$ cat src/rtl/dmem_responder_if.sv
// Load/store port between the core and the data-memory responder.
interface dmem_responder_if;
  logic        req;
  logic        we;
  logic        byte_en;
  logic [31:0] addr;
  logic [31:0] wdata;
  logic        ready;
  logic [31:0] rdata;
  logic        err;
  logic [7:0]  leds;

  modport master (output req, we, byte_en, addr, wdata,
                  input  ready, rdata, err, leds);
  modport slave  (input  req, we, byte_en, addr, wdata,
                  output ready, rdata, err, leds);
endinterface

$ cat src/rtl/dmem_responder.sv
// Data-memory responder: word RAM plus cycle-counter/LED MMIO behind a fixed-latency req/ready handshake.
// Optional: define DMEM_CYCLE_CNT_EN to build the cycle counter at MMIO_BASE.
module dmem_responder #(
  parameter int          DEPTH_WORDS = 64,
  parameter int          LATENCY     = 1,
  parameter logic [31:0] MMIO_BASE   = 32'hFFFF_FF00
) (
  input logic            clk,
  input logic            reset,
  dmem_responder_if.slave bus
);
  localparam int          AW        = (DEPTH_WORDS > 1) ? $clog2(DEPTH_WORDS) : 1;
  localparam logic [31:0] RAM_BYTES = 32'(DEPTH_WORDS * 4);
  localparam logic [3:0]  WAIT_INIT = 4'(LATENCY - 1);

  localparam logic [1:0] S_IDLE = 2'd0;
  localparam logic [1:0] S_BUSY = 2'd1;
  localparam logic [1:0] S_RESP = 2'd2;

  logic [1:0]  r_state;
  logic [3:0]  r_wait;
  logic [31:0] r_addr, r_wdata, r_rdata;
  logic        r_we, r_byte, r_ready, r_err;
  logic [7:0]  r_leds;
  logic [31:0] r_mem [DEPTH_WORDS];

  logic        w_accept, w_commit;
  logic [31:0] w_addr, w_wdata;
  logic        w_we, w_byte;
  logic        w_ram_hit, w_cnt_hit, w_led_hit, w_err;
  logic [AW-1:0] w_idx;
  logic [31:0] w_rd_word, w_wr_word, w_load_val;
  logic [7:0]  w_lane;

  assign w_accept = ((r_state == S_IDLE) || (r_state == S_RESP)) && bus.req;
  // With single-cycle latency the access commits on its accepting edge, straight from the bus.
  assign w_commit = !reset && (LATENCY == 1 ? w_accept
                                            : (r_state == S_BUSY && r_wait == 4'd1));

  assign w_addr  = (LATENCY == 1) ? bus.addr    : r_addr;
  assign w_wdata = (LATENCY == 1) ? bus.wdata   : r_wdata;
  assign w_we    = (LATENCY == 1) ? bus.we      : r_we;
  assign w_byte  = (LATENCY == 1) ? bus.byte_en : r_byte;

  assign w_ram_hit = w_addr < RAM_BYTES;
`ifdef DMEM_CYCLE_CNT_EN
  assign w_cnt_hit = !w_ram_hit && (w_addr == MMIO_BASE);
`else
  assign w_cnt_hit = 1'b0;
`endif
  assign w_led_hit = !w_ram_hit && (w_addr == MMIO_BASE + 32'd4);

  assign w_err = (!w_byte && w_addr[1:0] != 2'b00)
              || !(w_ram_hit || w_cnt_hit || w_led_hit)
              || (w_byte && w_cnt_hit);

  assign w_idx     = w_addr[AW+1:2];
  assign w_rd_word = r_mem[w_idx];
  assign w_lane    = w_rd_word[{w_addr[1:0], 3'b000} +: 8];

  always_comb begin
    w_wr_word = w_rd_word;
    if (w_byte) w_wr_word[{w_addr[1:0], 3'b000} +: 8] = w_wdata[7:0];
    else        w_wr_word = w_wdata;
  end

`ifdef DMEM_CYCLE_CNT_EN
  logic [31:0] r_cycle;
  always_ff @(posedge clk or posedge reset) begin
    if (reset)                                     r_cycle <= '0;
    else if (w_commit && w_we && !w_err && w_cnt_hit) r_cycle <= w_wdata;
    else                                           r_cycle <= r_cycle + 32'd1;
  end
`endif

  always_comb begin
    w_load_val = '0;
    if (w_ram_hit)      w_load_val = w_byte ? {24'b0, w_lane} : w_rd_word;
    else if (w_led_hit) w_load_val = {24'b0, r_leds};
`ifdef DMEM_CYCLE_CNT_EN
    else if (w_cnt_hit) w_load_val = r_cycle;
`endif
  end

  // RAM has no reset; w_commit is already gated by reset so a pending store is dropped.
  always_ff @(posedge clk) begin
    if (w_commit && w_we && !w_err && w_ram_hit) r_mem[w_idx] <= w_wr_word;
  end

  always_ff @(posedge clk or posedge reset) begin
    if (reset) begin
      r_state <= S_IDLE;
      r_wait  <= '0;
      r_addr  <= '0;
      r_wdata <= '0;
      r_we    <= 1'b0;
      r_byte  <= 1'b0;
      r_ready <= 1'b0;
      r_rdata <= '0;
      r_err   <= 1'b0;
      r_leds  <= '0;
    end else begin
      r_ready <= w_commit;
      if (w_commit) begin
        r_err   <= w_err;
        r_rdata <= (w_err || w_we) ? 32'd0 : w_load_val;
        if (w_we && !w_err && w_led_hit) r_leds <= w_wdata[7:0];
      end
      case (r_state)
        S_IDLE, S_RESP: begin
          if (bus.req) begin
            r_addr  <= bus.addr;
            r_wdata <= bus.wdata;
            r_we    <= bus.we;
            r_byte  <= bus.byte_en;
            r_wait  <= WAIT_INIT;
            r_state <= (LATENCY == 1) ? S_RESP : S_BUSY;
          end else begin
            r_state <= S_IDLE;
          end
        end
        S_BUSY: begin
          r_wait <= r_wait - 4'd1;
          if (r_wait == 4'd1) r_state <= S_RESP;
        end
        default: r_state <= S_IDLE;
      endcase
    end
  end

  assign bus.ready = r_ready;
  assign bus.rdata = r_rdata;
  assign bus.err   = r_err;
  assign bus.leds  = r_leds;
endmodule

$ cat src/flat_wrapper.sv
// flat-port wrapper written by rule: the top's interface ports become plain ports
module dmem_responder_flat 
#(
  parameter int          DEPTH_WORDS = 64,
  parameter int          LATENCY     = 1,
  parameter logic [31:0] MMIO_BASE   = 32'hFFFF_FF00
)
  (clk, reset, bus_req, bus_we, bus_byte_en, bus_addr, bus_wdata, bus_ready, bus_rdata, bus_err, bus_leds);
  dmem_responder_if bus_i ();
  input logic clk;
  input logic reset;
  input wire logic [$bits(bus_i.req)-1:0] bus_req;
  input wire logic [$bits(bus_i.we)-1:0] bus_we;
  input wire logic [$bits(bus_i.byte_en)-1:0] bus_byte_en;
  input wire logic [$bits(bus_i.addr)-1:0] bus_addr;
  input wire logic [$bits(bus_i.wdata)-1:0] bus_wdata;
  output wire logic [$bits(bus_i.ready)-1:0] bus_ready;
  output wire logic [$bits(bus_i.rdata)-1:0] bus_rdata;
  output wire logic [$bits(bus_i.err)-1:0] bus_err;
  output wire logic [$bits(bus_i.leds)-1:0] bus_leds;
  assign bus_i.req = bus_req;
  assign bus_i.we = bus_we;
  assign bus_i.byte_en = bus_byte_en;
  assign bus_i.addr = bus_addr;
  assign bus_i.wdata = bus_wdata;
  assign bus_ready = bus_i.ready;
  assign bus_rdata = bus_i.rdata;
  assign bus_err = bus_i.err;
  assign bus_leds = bus_i.leds;
  dmem_responder #(.DEPTH_WORDS(DEPTH_WORDS), .LATENCY(LATENCY), .MMIO_BASE(MMIO_BASE)) u_core (.clk(clk), .reset(reset), .bus(bus_i));
endmodule
$ cat config.mk
export PLATFORM = sky130hd
export DESIGN_NAME = dmem_responder_flat
export DESIGN_NICKNAME = d
export VERILOG_FILES = /design/src/rtl/dmem_responder_if.sv /design/src/rtl/dmem_responder.sv /design/src/flat_wrapper.sv
export SDC_FILE = /design/constraint.sdc
export NUM_CORES = 2
export LEC_CHECK = 0
export ABC_AREA = 1
export BUFFER_PORTS_ARGS = -buffer_cell sky130_fd_sc_hd__buf_2
export CORE_MARGIN = 2
export CORE_UTILIZATION = 50
export DETAILED_ROUTE_END_ITERATION = 10
export PLACE_DENSITY = 0.77
export SLEW_MARGIN = 30
export SYNTH_ARGS = -nofsm -noshare
export SYNTH_HDL_FRONTEND = slang
export SYNTH_SLANG_ARGS = --single-unit
$ cat constraint.sdc
create_clock -name clk -period 9.1 [get_ports clk]
set_input_delay 1.365 -clock clk [delete_from_list [all_inputs] [get_ports clk]]
set_output_delay 1.365 -clock clk [all_outputs]
set_load 0.005 [all_outputs]
==> flow_summary.ini <==
[placement]
dp.cells = 10946
port_buffers = 110
routabilityCongestion = 1.01
dp_hpwl_um = 152000

[sta]
rsz0062_at_grt = no
slew_violations = 0
slew-limit-headroom_pct = 31.4
period_share_pct = 58.9
tns_ns = 0
period_needed_ns = 5.36
setup_viol = 0
hold_viol = 0
fin_skew_ns = 0.0739
timing.fmax_mhz = 187
tightest_slew_ns = 1.03

[global_route]
grt_max_degree = 153
grt_pass1_wl_um = 398000
grt_pass1_vias = 60759
grt-ovfl-total = 0
antenna_found_initial = 9
grt_usage_pct = 30.0

[critical_path]
critPathSlowestCell = buf_4
r2r_setup_slack_ns = 5.58
cp_cell_sequence = buf_8 > buf_4 > buf_4 > nand2_1 > nand2_1 > nand2_1 > nand2_1 > nand2_1 > nand2_1 > nand2_1 > nand2_1 > nor2_1 > and2_1 > o32ai_4 > buf_4
critical_path.top_delay_family = buffers and inverters
end_kind = register
critPathRequiredTime_ns = 9.61
r2r-end = u_core.r_mem[53][27]
reg2reg_from = u_core.r_mem[11][27]
critical_path.max_stage_delay_ns = 0.79
critPathBufInv = 4
criticalPathCategory = in -> reg
worst-path-max-fanout = 113
path_common_cell = nand2_1
worstSetupPathDepth = 15
start_kind = primary input
arrival_ns = 5.87
r2r.worst_path.cells = 13

[hold_path]
hold_depth = 2
hold_start = u_core.bus.rdata[20]
min-delay-path-class = reg -> reg
worstHoldEndpoint = u_core.bus.rdata[20]

[floorplan]
coreArea_um2 = 176000
initial_utilization_pct = 50.3
die_area_um2 = 181000
die_h_um = 425
std_cell_rows = 154
die_w_um = 425
io_pins = 111

[synth]
synth-seq-cells = 2090
avgSynthCellArea_um2 = 10.1
yosysWarnings = 0
netlist_area_um2 = 88600
seq_area_frac_synth_pct = 70.6
yosysUniqueCellTypes = 33
netlist_instances = 8758
synth_fp_nets = 8831

[clock_network]
cts.clk_slew.worst_paths_ns = 0.06
cts_sinks = 2090
htree_levels = 4
clock_path_buffers = 3
cts-hold-fix-buffers = 0
cts_buffers = 205
cts-root-buf = clkbuf_16
cts.repair.resized = 0
insertion_delay_ns = 0.89
cts_tree = built
cts_setup_buffers = 0

[finish]
layout-drive-gt1-share_pct = 7.80
layout.nets = 8894
layoutNonFillerInstCount = 11335
final_common_cell = nand2_1
nFillCells = 14156
syn_to_final_growth_pct = 12.3
mostFrequentLayoutCells = 5709 x nand2_1, 2048 x edfxtp_1, 206 x clkbuf_16

[route]
drt_wl_total_um = 275000
wl_per_cell_um = 24.3
vias = 64239
drc_errors = 0
ant_nets = 0
drtIter0Drc = 9499
drtPass1Iterations = 8
vias_per_cell = 5.67

[power]
leakagePower_nw = 41.6
ir_drop_mv = 0.218
power.density_nw_per_um2 = 209

[run]
cap_violations = 0

[status]
status = finished, final reports clean
-- synth_stat cells --
cell type / count / area share, %
nand2_1: 5709 / 24
edfxtp_1: 2048 / 69
buf_2: 266 / 1.5
clkbuf_1: 145 / 0.61
nor2_1: 101 / 0.43
nand3_1: 89 / 0.50
nor3_1: 70 / 0.40
a21oi_1: 55 / 0.31
inv_1: 52 / 0.22
o21ai_0: 47 / 0.27
dfrtp_1: 42 / 1.2
buf_1: 25 / 0.11
nor4_1: 15 / 0.11
o21ai_1: 14 / 0.079
a31oi_1: 9 / 0.064
a32oi_1: 8 / 0.079
and2_1: 8 / 0.056
o211ai_1: 8 / 0.068
buf_4: 7 / 0.059
o32ai_1: 7 / 0.069
clkinv_1: 6 / 0.025
buf_6: 5 / 0.064
nand4_1: 5 / 0.035
ha_1: 4 / 0.056
inv_2: 3 / 0.013
nor3_2: 2 / 0.023
or2_0: 2 / 0.014
a22oi_1: 1 / 0.0085
and3_2: 1 / 0.0085
nand2_4: 1 / 0.013
nand3_2: 1 / 0.011
nor2_2: 1 / 0.0071
nor2_4: 1 / 0.013
-- final cells by class --
cell class / count / area, um2 / area share (%)
Tap cell: 2340 / 2930 / 2.94
Multi-Input combinational cell: 6159 / 24600 / 24.7
Timing Repair Buffer: 304 / 2410 / 2.43
Clock buffer: 258 / 5390 / 5.42
Antenna cell: 3 / 7.51 / 0.00755
Inverter: 61 / 254 / 0.255
Sequential cell: 2090 / 62600 / 62.9
Clock inverter: 120 / 1360 / 1.36
-- how the worst max path moves through the flow --
stage	start	end
after floorplan	bus_addr[1]	u_core.r_mem[0][29]
after global placement	bus_addr[2]	u_core.r_mem[21][18]
after detailed placement	bus_addr[2]	u_core.r_mem[60][18]
after CTS	bus_addr[2]	u_core.r_mem[63][1]
after global routing	bus_addr[2]	u_core.r_mem[48][13]
final	bus_addr[2]	u_core.r_mem[63][1]
-- routing by layer --
layer	vias to the layer above	global-route usage (%)	share of wire, %
met2	4289	45.7	45
met1	30510	39.6	36
met3	797	6.92	12
met5	-	0	0.0080
met4	4	17.7	6.6
li1	28639	-	-
-- cells by family (layout without fill, tap and decap cells) --
kind of cell / Yosys count / in the layout / synth area share [%]
DFF: 2090 / 2090 / 70.6
adders and majority gates: 4 / 4 / 0.0565
AOI/OAI and AO/OA: 149 / 149 / 0.943
buffers and inverters: 509 / 743 / 2.60
other: 0 / 3 / 0
and+or+nand+nor: 6006 / 6006 / 25.8
-- registers in the layout, indices dropped and copies added (netlist names) --
signal / count
u_core.bus.leds: 8
u_core.r_mem: 2048
u_core.bus.rdata: 32
u_core.bus.err: 1
u_core.bus.ready: 1
-- stage by stage --
step	hold WS [ns]	power, mW	utilization, %	worst slack [ns]	cell area [um2]
after floorplan	0.472	11.8	-	3.02	88600
after global placement	0.458	12.4	52.5	3.19	92500
after detailed placement	0.468	12.4	52.6	3.11	92600
after CTS	0.485	20.8	56.4	3.96	99300
after global routing	0.510	21.3	56.5	3.67	99500
final	0.484	20.8	56.5	3.74	99500
-- report_power, final --
group	internal, mW	switching (mW)
clock	4.84	3.72
combinational	0.325	1.23
sequential	10.7	0.0000462
total	15.9	4.94
-- worst reg2reg max path, stage by stage, from the launching register on --
cell      delay, ns
edfxtp_1       0.37
nand2_1        0.08
nand2_1        0.08
nand2_1        0.06
nand2_1        0.07
nand2_1        0.06
nand2_1        0.23
nand2_1        0.27
nand2_1        0.08
nor2_1         0.55
nand2_1        0.27
a21oi_1        0.50
o21ai_4        0.11
buf_4          0.38
No activity file was read; power rests on OpenSTA's default activity.
